[config.mk]
export PLATFORM = sky130hd
export DESIGN_NAME = life_gen_sequencer_flat
export DESIGN_NICKNAME = d
export VERILOG_FILES = /design/src/rtl/life_pkg.sv /design/src/rtl/life_gen_sequencer_if.sv /design/src/rtl/life_watchdog.sv /design/src/rtl/life_gen_sequencer.sv /design/src/flat_wrapper.sv
export SDC_FILE = /design/constraint.sdc
export NUM_CORES = 1
export LEC_CHECK = 0
export BUFFER_PORTS_ARGS = -buffer_cell sky130_fd_sc_hd__buf_2
export CORE_MARGIN = 2
export CORE_UTILIZATION = 50
export CTS_CLUSTER_SIZE = 25
export DETAILED_ROUTE_END_ITERATION = 12
export PLACE_DENSITY = 0.7
export SLEW_MARGIN = 30
export SYNTH_ARGS = -nofsm -noshare
export SYNTH_HDL_FRONTEND = slang
export SYNTH_HIERARCHICAL = 1
export SYNTH_SLANG_ARGS = --single-unit
[constraint.sdc]
create_clock -name clk -period 3 [get_ports clk]
set_clock_uncertainty 0.1 [all_clocks]
set_input_delay 0 -clock clk [delete_from_list [all_inputs] [get_ports clk]]
set_output_delay 0 -clock clk [all_outputs]
set_load 0.005 [all_outputs]
[src/rtl/life_pkg.sv]
// Shared types and constants for the Game-of-Life generation sequencer.
package life_pkg;

    // Board geometry; the scan watchdog limit is derived from the cell count.
    localparam int unsigned ROWS      = 256;
    localparam int unsigned COLS      = 256;
    localparam int unsigned CELLS     = ROWS * COLS;
    localparam int unsigned WD_MARGIN = 4464;

    localparam int unsigned GEN_W_DEF    = 16;
    localparam int unsigned WD_W_DEF     = 18;
    localparam int unsigned WD_LIMIT_DEF = CELLS + WD_MARGIN;

    // Sequencer states; encodings are fixed so debug probes can decode them.
    typedef enum logic [2:0] {
        ST_IDLE    = 3'd0,
        ST_START   = 3'd1,
        ST_SCAN    = 3'd2,
        ST_WAIT_VS = 3'd3,
        ST_SWAP    = 3'd4
    } state_e;

endpackage : life_pkg

[src/rtl/life_gen_sequencer_if.sv]
// Control/status bundle between user controls, traverser and the sequencer.
interface life_gen_sequencer_if
    import life_pkg::*;
#(
    parameter int unsigned GEN_W = GEN_W_DEF
);

    // Requests and datapath status into the sequencer
    logic             run;
    logic             step;
    logic             tick;
    logic             vsync;
    logic             clr;
    logic             trav_finish;

    // Sequencer controls and status out
    logic             trav_rst;
    logic             trav_en;
    logic             buf_sel;
    logic [GEN_W-1:0] gen_count;
    logic             gen_done;
    logic             busy;
    logic             overrun;
    logic             timeout;

    // Environment side: drives requests, observes status
    modport master (
        output run, step, tick, vsync, clr, trav_finish,
        input  trav_rst, trav_en, buf_sel, gen_count, gen_done, busy, overrun, timeout
    );

    // Sequencer side
    modport slave (
        input  run, step, tick, vsync, clr, trav_finish,
        output trav_rst, trav_en, buf_sel, gen_count, gen_done, busy, overrun, timeout
    );

endinterface : life_gen_sequencer_if

[src/rtl/life_watchdog.sv]
// Loadable up-counter with clear, enable and a registered terminal-count flag.
module life_watchdog #(
    parameter int unsigned WD_W  = 18,
    parameter int unsigned LIMIT = 70000
) (
    input  logic            clk,
    input  logic            rst,
    input  logic            clr_i,
    input  logic            en_i,
    input  logic            load_i,
    input  logic [WD_W-1:0] load_val_i,
    output logic            tc_o
);

    localparam logic [WD_W-1:0] TC_VAL = WD_W'(LIMIT - 1);

    logic [WD_W-1:0] count_q, count_d;
    logic            tc_q;

    // Next count: clear beats load beats increment
    always_comb begin
        count_d = count_q;
        if (clr_i) begin
            count_d = '0;
        end else if (load_i) begin
            count_d = load_val_i;
        end else if (en_i) begin
            count_d = count_q + WD_W'(1);
        end
    end

    // Counter and terminal flag; tc tracks the value held in count_q
    always_ff @(posedge clk) begin
        if (rst) begin
            count_q <= '0;
            tc_q    <= 1'b0;
        end else begin
            count_q <= count_d;
            tc_q    <= (count_d == TC_VAL);
        end
    end

    assign tc_o = tc_q;

endmodule : life_watchdog

[src/rtl/life_gen_sequencer.sv]
// Generation scheduler: starts generations, sequences one traverser scan,
// and commits the new board by flipping the display bank on vsync.
module life_gen_sequencer
    import life_pkg::*;
#(
    parameter int unsigned GEN_W    = GEN_W_DEF,
    parameter int unsigned WD_W     = WD_W_DEF,
    parameter int unsigned WD_LIMIT = WD_LIMIT_DEF
) (
    input logic                 clk,
    input logic                 rst,
    life_gen_sequencer_if.slave bus
);

    state_e           state_q, state_d;
    logic             step_pend_q, step_pend_d;
    logic             overrun_q, overrun_d;
    logic             timeout_q, timeout_d;
    logic             buf_sel_q, buf_sel_d;
    logic [GEN_W-1:0] gen_count_q, gen_count_d;
    logic             trav_rst_q, trav_rst_d;
    logic             trav_en_q, trav_en_d;
    logic             gen_done_q, gen_done_d;
    logic             busy_q, busy_d;

    logic             start_req;
    logic             wd_clr;
    logic             wd_en;
    logic             wd_tc;

    // Scan watchdog: zeroed in START, counts every SCAN cycle
    assign wd_clr = (state_q == ST_START) || bus.clr;
    assign wd_en  = (state_q == ST_SCAN);

    life_watchdog #(
        .WD_W  (WD_W),
        .LIMIT (WD_LIMIT)
    ) u_watchdog (
        .clk        (clk),
        .rst        (rst),
        .clr_i      (wd_clr),
        .en_i       (wd_en),
        .load_i     (1'b0),
        .load_val_i ({WD_W{1'b0}}),
        .tc_o       (wd_tc)
    );

    assign start_req = step_pend_q || bus.step || (bus.run && bus.tick);

    // Next state, request latching and next values of all registered outputs
    always_comb begin
        state_d     = state_q;
        step_pend_d = step_pend_q;
        overrun_d   = overrun_q;
        timeout_d   = timeout_q;
        buf_sel_d   = buf_sel_q;
        gen_count_d = gen_count_q;

        case (state_q)
            ST_IDLE: begin
                if (start_req) begin
                    state_d     = ST_START;
                    step_pend_d = 1'b0;
                end
            end
            ST_START: begin
                state_d = ST_SCAN;
            end
            ST_SCAN: begin
                // A finish in the watchdog's last cycle still counts as a finish
                if (bus.trav_finish) begin
                    state_d = ST_WAIT_VS;
                end else if (wd_tc) begin
                    state_d   = ST_IDLE;
                    timeout_d = 1'b1;
                end
            end
            ST_WAIT_VS: begin
                // Bank flip and count land together with entry into SWAP
                if (bus.vsync) begin
                    state_d     = ST_SWAP;
                    buf_sel_d   = ~buf_sel_q;
                    gen_count_d = gen_count_q + GEN_W'(1);
                end
            end
            ST_SWAP: begin
                state_d = ST_IDLE;
            end
            default: begin
                state_d = ST_IDLE;
            end
        endcase

        // Requests arriving mid-generation: ticks are dropped, one step is kept
        if (state_q != ST_IDLE) begin
            if (bus.tick) begin
                overrun_d = 1'b1;
            end
            if (bus.step) begin
                step_pend_d = 1'b1;
            end
        end

        // Clear aborts everything and returns the board state to generation zero
        if (bus.clr) begin
            state_d     = ST_IDLE;
            step_pend_d = 1'b0;
            overrun_d   = 1'b0;
            timeout_d   = 1'b0;
            buf_sel_d   = 1'b0;
            gen_count_d = '0;
        end

        trav_rst_d = (state_d == ST_START) || bus.clr;
        trav_en_d  = (state_d == ST_SCAN);
        gen_done_d = (state_d == ST_SWAP);
        busy_d     = (state_d != ST_IDLE);
    end

    // State and output registers
    always_ff @(posedge clk) begin
        if (rst) begin
            state_q     <= ST_IDLE;
            step_pend_q <= 1'b0;
            overrun_q   <= 1'b0;
            timeout_q   <= 1'b0;
            buf_sel_q   <= 1'b0;
            gen_count_q <= '0;
            trav_rst_q  <= 1'b0;
            trav_en_q   <= 1'b0;
            gen_done_q  <= 1'b0;
            busy_q      <= 1'b0;
        end else begin
            state_q     <= state_d;
            step_pend_q <= step_pend_d;
            overrun_q   <= overrun_d;
            timeout_q   <= timeout_d;
            buf_sel_q   <= buf_sel_d;
            gen_count_q <= gen_count_d;
            trav_rst_q  <= trav_rst_d;
            trav_en_q   <= trav_en_d;
            gen_done_q  <= gen_done_d;
            busy_q      <= busy_d;
        end
    end

    assign bus.trav_rst  = trav_rst_q;
    assign bus.trav_en   = trav_en_q;
    assign bus.buf_sel   = buf_sel_q;
    assign bus.gen_count = gen_count_q;
    assign bus.gen_done  = gen_done_q;
    assign bus.busy      = busy_q;
    assign bus.overrun   = overrun_q;
    assign bus.timeout   = timeout_q;

endmodule : life_gen_sequencer
[src/flat_wrapper.sv]
// flat-port wrapper written by rule: the top's interface ports become plain ports
module life_gen_sequencer_flat import life_pkg::*;
#(
    parameter int unsigned GEN_W    = GEN_W_DEF,
    parameter int unsigned WD_W     = WD_W_DEF,
    parameter int unsigned WD_LIMIT = WD_LIMIT_DEF
)
  (clk, rst, bus_run, bus_step, bus_tick, bus_vsync, bus_clr, bus_trav_finish, bus_trav_rst, bus_trav_en, bus_buf_sel, bus_gen_count, bus_gen_done, bus_busy, bus_overrun, bus_timeout);
  life_gen_sequencer_if #(.GEN_W(GEN_W)) bus_i ();
  input logic clk;
  input logic rst;
  input wire logic [$bits(bus_i.run)-1:0] bus_run;
  input wire logic [$bits(bus_i.step)-1:0] bus_step;
  input wire logic [$bits(bus_i.tick)-1:0] bus_tick;
  input wire logic [$bits(bus_i.vsync)-1:0] bus_vsync;
  input wire logic [$bits(bus_i.clr)-1:0] bus_clr;
  input wire logic [$bits(bus_i.trav_finish)-1:0] bus_trav_finish;
  output wire logic [$bits(bus_i.trav_rst)-1:0] bus_trav_rst;
  output wire logic [$bits(bus_i.trav_en)-1:0] bus_trav_en;
  output wire logic [$bits(bus_i.buf_sel)-1:0] bus_buf_sel;
  output wire logic [$bits(bus_i.gen_count)-1:0] bus_gen_count;
  output wire logic [$bits(bus_i.gen_done)-1:0] bus_gen_done;
  output wire logic [$bits(bus_i.busy)-1:0] bus_busy;
  output wire logic [$bits(bus_i.overrun)-1:0] bus_overrun;
  output wire logic [$bits(bus_i.timeout)-1:0] bus_timeout;
  assign bus_i.run = bus_run;
  assign bus_i.step = bus_step;
  assign bus_i.tick = bus_tick;
  assign bus_i.vsync = bus_vsync;
  assign bus_i.clr = bus_clr;
  assign bus_i.trav_finish = bus_trav_finish;
  assign bus_trav_rst = bus_i.trav_rst;
  assign bus_trav_en = bus_i.trav_en;
  assign bus_buf_sel = bus_i.buf_sel;
  assign bus_gen_count = bus_i.gen_count;
  assign bus_gen_done = bus_i.gen_done;
  assign bus_busy = bus_i.busy;
  assign bus_overrun = bus_i.overrun;
  assign bus_timeout = bus_i.timeout;
  life_gen_sequencer #(.GEN_W(GEN_W), .WD_W(WD_W), .WD_LIMIT(WD_LIMIT)) u_core (.clk(clk), .rst(rst), .bus(bus_i));
endmodule
==> metrics.cfg <==
[die]
core_area_um2=4723
dieArea_um2=5444
fp.dieH_um=73.79
ios=31
initial_core_util_pct=51.55
fp-row-count=25
die_w_um=73.79

[clock_network]
cts_made_buffers=5
cts.sinks=46
clock_latency_ps=300
h-tree-depth=2
cts_setup_buffers=0
clk_pin_slew_worst_paths_ps=90
cts_tree=yes
root_buffer=clkbuf_8
clk_path_buf_depth=2
ctsResizeCount=0

[worst_setup_path]
cp_common_cell=nor4_2
cpPeakStageDelay_ps=490
cp_num_buf_inv=1
setup.worst_path.class=register to register
path_cells=nor3b_1 > buf_4 > nand2_1 > nor4_2 > mux2i_1 > and3_1 > nand4_1 > nor4_2
cp_max_fo=9
cp.arrival_ps=2640
worstPathRequired_ps=3120
start_kind=register
cpMaxStageDelayCell=dfxtp_1
critPathCaptureType=register
cpLargestDelayFamily=simple AND/OR/NAND/NOR gates

[pwr]
ir_worst_vdd_v=0.0002543
p_leak_nw=1.213
p_per_area_nw_per_um2=418.5

[timing]
finalSetupTns_ps=0
tightest_slew_ps=549.1
setup_viol=0
slew_headroom_pct=63.31
period_needed_ps=2522
grt_setup_unrepaired=no
finalHoldViolCount=0
fmax_mhz=396.5
report.final.slew_viol_count=0
finalCritPeriodShare_pct=84.06

[global_routing]
grt_max_degree=38
antenna_found_initial=0
grt_pass1_wl_mm=8.673
overflow=0
grt_pass1_vias=1949
grt_usage_pct=20.12

[final_layout]
diodes=0
final_cells=408
fillers=443
multi_input_area_um2=1510
nets=350
final_layout_size_suffix_gt1_share_pct=17.01
ff_latch_area_um2=920.9
synthToLayoutAreaGrowth_pct=19.12
stdcell_area_um2=2900

[status]
status=completed

[synthesis]
synth-seq-area-share_pct=37.82
yosys_most_used_dff=dfxtp_1
synth_area_leader_cell=dfxtp_1
synth_commonest_cells=dfxtp_1, nor2_1, nand2_1
ys.warnings.count=6
postSynthCellCount=282
async_flop_share_pct=0
synth_top_cell_area_share_pct=37.82
avgSynthCellArea_um2=8.634
synth_most_common_cell=dfxtp_1
synth_cell_types=64
synth.ff_latch_count=46
syn_area_um2=2435
synth_area_leaders=dfxtp_1, nor2_1, xnor2_1, a21oi_1, mux2i_1
synth_edf_count=0

[drt]
drc=0
met2_length_mm=2.105
drt_iter0_markers=119
vias=2154
drtPass1Iterations=4
routed.top_layer=met4
via_per_inst=5.279
met1_length_mm=2.681
ant_nets=0
wl_mm=5.069
wl_per_cell_um=12.42
met3WireLength_um=225

[placed_design]
placed_cell_area_um2=2718
gp_congestion=0.8433
placed_cells=393
io_buffers=30
dp.final_hpwl_mm=3.580

[worst_hold_path]
hold_class=input port to register

[job]
maxCapViolCount=0

sequential cells by signal, summed over array words and instances, names as in the netlist:
signal and flops:
u_core/bus.gen_done 1, u_core/state_q 3, u_core/bus.timeout 1, u_core/bus.trav_rst 1, u_core/step_pend_q 1, u_core/bus.overrun 1, u_core/u_watchdog/count_q 18, u_core/bus.buf_sel 1
u_core/bus.gen_count 16, u_core/bus.busy 1, u_core/u_watchdog/tc_o 1, u_core/bus.trav_en 1
per-layer routing:
metal	GRT usage [%]	vias to the layer above
met5	0	-
met4	6.465	0
met3	3.704	5
met2	29.76	44
met1	29.38	987
li1	-	1118
worst paths after layout:
| kind | from | end | slack [ps] | depth (start not counted) |
|---|---|---|---|---|
| min reg2reg | u_core/bus.gen_count[15] | u_core/bus.gen_count[15] | 390 | 2 |
| max reg2reg | u_core/state_q[1] | u_core/u_watchdog/tc_o | 480 | 8 |
| max | u_core/state_q[1] | u_core/u_watchdog/tc_o | 480 | 8 |
| min | bus_run | u_core/state_q[0] | 380 | 5 |
cells by family (layout without fill, tap and decap cells):
| kind of cell | after synthesis | after routing | synth area share [%] |
|---|---|---|---|
| XOR/XNOR | 18 | 18 | 6.475 |
| adder cells (fa/ha/maj) | 2 | 2 | 1.028 |
| flip-flops | 46 | 46 | 37.82 |
| multiplexers | 9 | 9 | 3.751 |
| buffers and inverters | 22 | 57 | 3.854 |
| other | 1 | 25 | 0.1540 |
| AO/OA/AOI/OAI | 51 | 51 | 14.65 |
| AND/OR/NAND/NOR | 133 | 133 | 32.27 |
per-stage QoR:
| stage | utilization (%) | hold WS, ps | setup WS, ps | power [mW] |
|---|---|---|---|---|
| 2_1_floorplan | - | -27.62 | 693.9 | 0.7248 |
| 3_3_place_gp | 57.54 | 145.6 | 606.7 | 0.7481 |
| 3_5_place_dp | 57.54 | 161.9 | 517.2 | 0.7482 |
| 4_1_cts | 61.40 | 334.8 | 484.5 | 1.228 |
| 5_1_grt | 61.40 | 407.3 | 221.5 | 1.267 |
| 6_report | 61.40 | 380.2 | 478.1 | 1.214 |
power breakdown:
group / internal [mW] / total [mW] / switching [mW]
Sequential: 0.623 / 0.637 / 0.0138
Combinational: 0.0461 / 0.107 / 0.0613
Clock: 0.250 / 0.469 / 0.220
cells in the final DEF, fill, tap and decap left out, drive strengths merged, types with 8 or more instances in the layout:
| cell | instances |
|---|---|
| xnor2 | 11 |
| nand2 | 19 |
| dfxtp | 46 |
| nand3 | 12 |
| nor4 | 11 |
| a21oi | 17 |
| nand4 | 9 |
| conb | 25 |
| nor2b | 8 |
| mux2i | 8 |
| nor2 | 35 |
| buf | 32 |
| inv | 11 |
cell type report:
type / instances / share of cell area, %
clock buffer: 5 / 2.373
clock inverter: 3 / 1.510
inverter: 10 / 1.294
multi-input combinational: 238 / 52.07
sequential: 46 / 31.75
tap: 67 / 2.890
timing repair buffer: 39 / 8.110
repair_timing:
action,CTS,global route
hold buffers,7,0
endpoints found under the setup margin,0,0
endpoints found under the hold margin,17,0
tightest hold or removal path: cells and delay by family:
family	cells	cell delay [ps]
buffers and inverters	1	100
AOI/OAI and AO/OA	2	430
and+or+nand+nor	2	210
(Power assumes the default switching activity.)
